**src/rtl/uart_pkg.sv**
```systemverilog
// Shared UART definitions: receiver FSM states and default line/clock constants.
// The transmit side is expected to import this package as well.
package uart_pkg;

    localparam int DEFAULT_CLK_FREQ  = 100_000_000;
    localparam int DEFAULT_BAUD      = 9600;
    localparam int DEFAULT_OVERSAMPLE = 16;

    typedef enum logic [2:0] {
        IDLE  = 3'd0,
        START = 3'd1,
        DATA  = 3'd2,
        STOP  = 3'd3,
        BREAK = 3'd4
    } uart_state_t;

    // Clocks per oversample tick, rounded to nearest.
    function automatic int calc_tick_div(input int clk_freq, input int baud, input int oversample);
        return (clk_freq + (baud * oversample) / 2) / (baud * oversample);
    endfunction

endpackage

```
**src/rtl/uart_baud_tick.sv**
```systemverilog
// Oversample tick generator: one-clk tick every TICK_DIV clocks.
// While clear is high the divider sits at 0, so the tick phase restarts
// from the moment clear drops.
module uart_baud_tick #(
    parameter int TICK_DIV = 651
) (
    input  logic clk,
    input  logic rst,
    input  logic clear,
    output logic tick
);

    localparam int CNT_W = (TICK_DIV > 1) ? $clog2(TICK_DIV) : 1;
    localparam logic [CNT_W-1:0] CNT_LAST = CNT_W'(TICK_DIV - 1);

    logic [CNT_W-1:0] div_cnt_reg;

    // Free-running divider, held at zero while cleared.
    always_ff @(posedge clk or posedge rst) begin
        if (rst) begin
            div_cnt_reg <= '0;
        end else if (clear || div_cnt_reg == CNT_LAST) begin
            div_cnt_reg <= '0;
        end else begin
            div_cnt_reg <= div_cnt_reg + CNT_W'(1);
        end
    end

    assign tick = !clear && (div_cnt_reg == CNT_LAST);

endmodule

```
**src/rtl/uart_rx_core.sv**
```systemverilog
// 8N1 UART receiver: 2-FF input synchronizer, 16x oversampled bit timing,
// LSB-first shift register, one-clk done/framing-error strobes and a
// break state that swallows a held-low line instead of decoding 0x00s.
module uart_rx_core
    import uart_pkg::*;
#(
    parameter int CLK_FREQ   = DEFAULT_CLK_FREQ,
    parameter int BAUD       = DEFAULT_BAUD,
    parameter int OVERSAMPLE = DEFAULT_OVERSAMPLE
) (
    input  logic       clk,
    input  logic       rst,
    input  logic       rx,
    output logic [7:0] rx_data,
    output logic       rx_done,
    output logic       frame_err,
    output logic       rx_busy
);

    localparam int TICK_DIV = calc_tick_div(CLK_FREQ, BAUD, OVERSAMPLE);
    localparam int TCNT_W   = $clog2(OVERSAMPLE);
    localparam logic [TCNT_W-1:0] TCNT_MID  = TCNT_W'(OVERSAMPLE / 2 - 1);
    localparam logic [TCNT_W-1:0] TCNT_LAST = TCNT_W'(OVERSAMPLE - 1);

    logic              rx_meta_reg;
    logic              rx_s;
    logic              tick;
    logic              baud_clear;
    uart_state_t       state_reg;
    logic [TCNT_W-1:0] tick_cnt_reg;
    logic [2:0]        bit_idx_reg;
    logic [7:0]        shift_reg;

    // Two-flop synchronizer; resets to the idle-high line level.
    always_ff @(posedge clk or posedge rst) begin
        if (rst) begin
            rx_meta_reg <= 1'b1;
            rx_s        <= 1'b1;
        end else begin
            rx_meta_reg <= rx;
            rx_s        <= rx_meta_reg;
        end
    end

    // Tick phase realigns to each start edge because the divider is held in IDLE.
    assign baud_clear = (state_reg == IDLE);

    uart_baud_tick #(
        .TICK_DIV (TICK_DIV)
    ) u_baud_tick (
        .clk   (clk),
        .rst   (rst),
        .clear (baud_clear),
        .tick  (tick)
    );

    // Receive FSM with registered data, strobes and busy flag.
    always_ff @(posedge clk or posedge rst) begin
        if (rst) begin
            state_reg    <= IDLE;
            tick_cnt_reg <= '0;
            bit_idx_reg  <= '0;
            shift_reg    <= '0;
            rx_data      <= '0;
            rx_done      <= 1'b0;
            frame_err    <= 1'b0;
            rx_busy      <= 1'b0;
        end else begin
            rx_done   <= 1'b0;
            frame_err <= 1'b0;
            if (tick) begin
                tick_cnt_reg <= tick_cnt_reg + TCNT_W'(1);
            end
            case (state_reg)
                IDLE: begin
                    tick_cnt_reg <= '0;
                    rx_busy      <= 1'b0;
                    if (!rx_s) begin
                        state_reg <= START;
                        rx_busy   <= 1'b1;
                    end
                end
                START: begin
                    // Mid start bit: a line that is high again was only a glitch.
                    if (tick && tick_cnt_reg == TCNT_MID) begin
                        tick_cnt_reg <= '0;
                        if (!rx_s) begin
                            state_reg   <= DATA;
                            bit_idx_reg <= '0;
                        end else begin
                            state_reg <= IDLE;
                            rx_busy   <= 1'b0;
                        end
                    end
                end
                DATA: begin
                    if (tick && tick_cnt_reg == TCNT_LAST) begin
                        shift_reg <= {rx_s, shift_reg[7:1]};
                        if (bit_idx_reg == 3'd7) begin
                            state_reg    <= STOP;
                            tick_cnt_reg <= '0;
                        end else begin
                            bit_idx_reg <= bit_idx_reg + 3'd1;
                        end
                    end
                end
                STOP: begin
                    // Decided mid stop bit, so IDLE is back while the line is still high.
                    if (tick && tick_cnt_reg == TCNT_LAST) begin
                        tick_cnt_reg <= '0;
                        if (rx_s) begin
                            rx_data   <= shift_reg;
                            rx_done   <= 1'b1;
                            state_reg <= IDLE;
                            rx_busy   <= 1'b0;
                        end else begin
                            frame_err <= 1'b1;
                            state_reg <= BREAK;
                        end
                    end
                end
                BREAK: begin
                    tick_cnt_reg <= '0;
                    if (rx_s) begin
                        state_reg <= IDLE;
                        rx_busy   <= 1'b0;
                    end
                end
                default: begin
                    state_reg <= IDLE;
                    rx_busy   <= 1'b0;
                end
            endcase
        end
    end

endmodule

```
**config.mk**
```make
export PLATFORM = sky130hd
export DESIGN_NAME = uart_rx_core
export DESIGN_NICKNAME = d
export VERILOG_FILES = /design/src/rtl/uart_pkg.sv /design/src/rtl/uart_baud_tick.sv /design/src/rtl/uart_rx_core.sv
export SDC_FILE = /design/constraint.sdc
export NUM_CORES = 1
export LEC_CHECK = 0
export BUFFER_PORTS_ARGS = -buffer_cell sky130_fd_sc_hd__buf_2
export CORE_MARGIN = 1
export CORE_UTILIZATION = 40
export DETAILED_ROUTE_END_ITERATION = 6
export REMOVE_ABC_BUFFERS = 1
export SLEW_MARGIN = 20
export SYNTH_ARGS = -nofsm -noshare
export SYNTH_HDL_FRONTEND = slang
export SYNTH_SLANG_ARGS = --single-unit
```
**constraint.sdc**
```tcl
create_clock -name clk -period 2.3 [get_ports clk]
set_input_delay 0.575 -clock clk [delete_from_list [all_inputs] [get_ports clk]]
set_output_delay 0.575 -clock clk [all_outputs]
set_load 0.005 [all_outputs]
```
# --- Yosys cells after proc, flatten, opt, wreduce, memory -nomap -nowiden ---
# Cells that the tools add are included.
word_totals:
  register_bits: 41
  input_bits: 3
  output_inout_bits: 11
  word_cells: 75
classes:
  n_addsub: 3
  eq_ne: 16
  mux: 31
  bitwise_logic: 1
  n_reduce_logical: 13
op_table:
  columns: ["cell", "n"]
  rows:
  - ["$mux 3", 11]
  - ["$mux 4", 5]
  - ["$ne 2x2->1 const B", 8]
  - ["$pmux 4 s4", 1]
  - ["$pmux 3 s5", 1]
  - ["$add 10x1->10 const B", 1]
  - ["$eq 10x10->1 const B", 1]
  - ["$mux 10", 1]
  - ["$mux 1", 9]
  - ["$eq 3x2->1 const B", 2]
  - ["$eq 3x3->1 const B", 2]
  - ["$pmux 3 s2", 1]
  - ["$reduce_and 3->1", 2]
  - ["$reduce_and 6->1", 1]
  - ["$pmux 1 s5", 1]
  - ["$reduce_and 5->1", 1]
  - ["$add 4x1->4 const B", 1]
  - ["$eq 4x3->1 const B", 1]
  - ["$eq 4x4->1 const B", 1]
  - ["$add 3x1->3 const B", 1]
  - ["$eq 3x1->1 const B", 1]
  - ["$logic_and 1x1->1", 3]
  - ["$logic_not 3->1", 1]
  - ["$mux 2", 1]
  - ["6 further kinds", 6]

# --- Longest topological paths before layout ---
logic_depth:
  word_depth: 7
  depth_mapped: 7
  mapped_depth_nobuf: 6

# --- Hierarchy ---
# From an unflattened synthesis, not the netlist that was laid out.
unflattened:
  cells_unflattened: 171
  hier_area_um2: 1974.4
modules_own_cells:
  columns: ["module", "n_inst", "cells_per_inst", "area_per_inst_um2", "seq_area_each_um2"]
  rows:
  - ["uart_rx_core", 1, 118, 1451.4, 778.2]
  - ["uart_baud_tick", 1, 53, 523.0, 250.2]

# --- Least setup slack after synthesis ---
# No wires, ideal clock.
synth_path:
  path_type: "register to register"
  from: "register u_baud_tick.div_cnt_reg[4]"
  to: "register shift_reg[0]"
  setup_ns: 0.125
  t_arrival_ns: 2.070
  required_ns: 2.175
  slack_ns: 0.105
  stages_incl_launch_ff: 6
  path_buffers: 1
  period_less_slack_ns: 2.195
  cell_sequence: "dfrtp_1 or4b_4 nor4b_4 and3_1 buf_6 mux2_2"
synth_via:
  elab_chain_cells: 4
synth_lines:
  columns: ["element", "line", "text"]
  rows:
  - ["start: declaration", "uart_baud_tick.sv:16", "logic [CNT_W-1:0] div_cnt_reg;"]
  - ["start signal: assignment", "uart_baud_tick.sv:25", "div_cnt_reg <= div_cnt_reg + CNT_W'(1);"]
  - ["$eq 10x10->1", "uart_baud_tick.sv:29", "assign tick = !clear && (div_cnt_reg == CNT_LAST);"]
  - ["$logic_and 1x1->1", "uart_baud_tick.sv:29", null]
  - ["$logic_and 1x1->1", "uart_rx_core.sv:97", "if (tick && tick_cnt_reg == TCNT_LAST) begin"]
  - ["$reduce_and 2->1 (no source line)", null, null]
  - ["end signal: assignment", "uart_rx_core.sv:98", "shift_reg <= {rx_s, shift_reg[7:1]};"]
  - ["end: declaration", "uart_rx_core.sv:32", "logic [7:0] shift_reg;"]
# Every way passes these cells.
# A chain may end at the register's enable or synchronous reset.

# --- Final worst setup path ---
# Ends and elaborated chain as after synthesis.

==> out/summary.txt <==
DIE AREA: 5200 um^2
ys flop type: dfrtp_1
Hold Crit Class: register to register
endpoints failing setup: 0
H-Tree Depth: 2
Setup TNS: 0 ps
ANT nets after route: 0
HP Start: rx_meta_reg
worst-case clock buffer depth: 2
Arrival @ worst endpoint: 2320 ps
Mapped Cells: 176
post-cts sizing count: 0
Inst Count DP: 253
sequential share of the synthesized area: 52.4%
Setup Buffers After CTS: 0
Worst R2R Setup Slack: 150 ps
P&R area growth vs syn: 12.7%
vias per inst: 5.25
worst endpoint required time: 2480 ps
most common cell after layout, fill and taps aside: dfrtp_1
MaxCap Viol Count: 0
Worst-Skew Late Latency: 290 ps
Worst R2R Path Depth: 4
CTS sink cnt: 41
nets@finish: 201
Finished Layout Cells: 261
Synth area leaders: dfrtp_1 (50%), mux2_2 (9.2%), nor2_1 (3.6%)
most frequent cells in the layout: dfrtp_1 (39), nor2_1 (19), mux2_2 (16)
area leader, netlist: dfrtp_1
share of the synthesized area in the top cell type: 49.7%
fin crit period: 2150 ps
Crit Path Max Fanout: 7
leakage power: 1.04 nW
I/O pin cnt: 14
initial core utilization: 41.6%
Post-CTS Hold Buffers: 0
Hold Path Stages: 0
Min Hold Slack: 358 ps
final wirelength: 3450 um
largest net degree at the start of global routing: 42
Num CTS Buffers: 5
hold path endpoint: rx_s
max reg flops: 10
Final period util: 93.4%
Worst Clk Skew: 8.67 ps
Critical Path Sink Type: register
GR Overflow Total: 0
Root Driver: clkbuf_8
fin. max-slew vios: 0
Diodes inserted: 0
post-synthesis register bit count: 41
Reg clk slew, reported paths: 70 ps
P per Cell Area: 590 nW/um^2
Post-Syn Area per Cell: 11.2 um^2
EDFF count, synth: 0
worst-margin pin slew: 505 ps
Vias: 1371
number of port buffers: 13
worst r2r dst: shift_reg[0]
asr flop ratio synth: 100%
initial drt markers: 137
die height: 72.1 um
vias in the first global route: 1392
# rows: 25
GRT Util Overall: 15.3%
Synth Cell Area: 1960 um^2
Netlist cell types: 43
Pwr Total: 1.31 mW
status: finished clean
DPL Wire Length: 2440 um
Max Clk Rate: 0.466 GHz
VDD IR-drop max: 396 uV
first-pass GRT wire length: 6160 um
RSZ-0062 raised after global routing: false
CP startpoint kind: register
worst flop-to-flop path startpoint: u_baud_tick.div_cnt_reg[4]
Ys Warns: 0
# DRC: 0
Wirelength per Cell: 13.2 um
TritonRoute pass-1 iters: 4
Hold Vio Cnt, Final: 0
share of cells above drive strength 1: 26.8%
CP Class: register to register
gp weighted congestion: 0.815
antenna violations before repair: 0
Worst slew margin: 66.4%
CTS tree: done
core area: 4720 um^2
Die Span X: 72.1 um
-- synth_stat cells (all sizes together), types with 2 or more instances --
master  count
or2         2
nor4b       2
nor2       19
o22ai       2
buf         4
inv         5
nor4bb      2
o21bai      2
mux2       16
nand2      14
dfrtp      39
xor2        2
nand2b      3
o21ai       6
xnor2       6
dfstp       2
or4b        2
nor3        4
clkbuf      4
or3         3
a21oi       5
nand3      10
ha          5
-- power breakdown --
| part | switching [mW] | internal, mW |
|---|---|---|
| clock network | 0.238 | 0.322 |
| registers | 0.00300 | 0.724 |
| logic | 0.0154 | 0.00360 |
| total | 0.257 | 1.05 |
-- layer usage --
metal | track usage [%] | up-vias | share of wire (%)
li1 | - | 656 | -
met1 | 19.5 | 682 | 46
met2 | 24.8 | 25 | 49
met3 | 3.75 | 8 | 3.6
met4 | 6.75 | 0 | 1.4
met5 | 0 | - | 0
-- kinds of logic after synthesis --
| family | Yosys count | share of synthesized area [%] |
|---|---|---|
| buffers and inverters | 13 | 3.25 |
| muxes | 16 | 9.17 |
| xor gates and xnor gates | 8 | 3.57 |
| and+or+nand+nor | 69 | 20.6 |
| AOI/OAI and AO/OA | 24 | 7.90 |
| DFF | 41 | 52.4 |
| adders and majority gates | 5 | 3.18 |
-- worst max-delay path by stage --
stage | startpoint | end | slack, ps
2_1_floorplan | u_baud_tick.div_cnt_reg[4] | shift_reg[0] | 60
3_3_place_gp | u_baud_tick.div_cnt_reg[4] | shift_reg[1] | 220
3_5_place_dp | u_baud_tick.div_cnt_reg[4] | shift_reg[0] | 160
4_1_cts | u_baud_tick.div_cnt_reg[4] | shift_reg[0] | 140
5_1_grt | u_baud_tick.div_cnt_reg[4] | shift_reg[0] | 7
6_report | u_baud_tick.div_cnt_reg[4] | shift_reg[0] | 150
-- worst max-delay path, stage by stage, from the launching register on --
cell and delay [ps]:
dfrtp_1 430, or4b_4 590, nor4b_4 240, and3_1 390, mux2_2 380
-- layout make-up --
type                            count  area (um^2)
Clock buffer                        6         72.6
Clock inverter                      2         35.0
Fill cell                         450         2510
Inverter                            5         18.8
Multi-Input combinational cell    122          872
Sequential cell                    41         1030
Tap cell                           67         83.8
Timing Repair Buffer               18          103
-- stage by stage --
stage / instance area (um^2) / worst slack, ps / utilization (%)
final: 2210 / 152 / 46.9
after global routing: 2210 / 6.75 / 46.9
after CTS: 2210 / 140 / 46.9
after detailed placement: 2110 / 159 / 44.6
after global placement: 2110 / 221 / 44.6
after floorplan: 1920 / 57.2 / -
(Power assumes the default switching activity.)
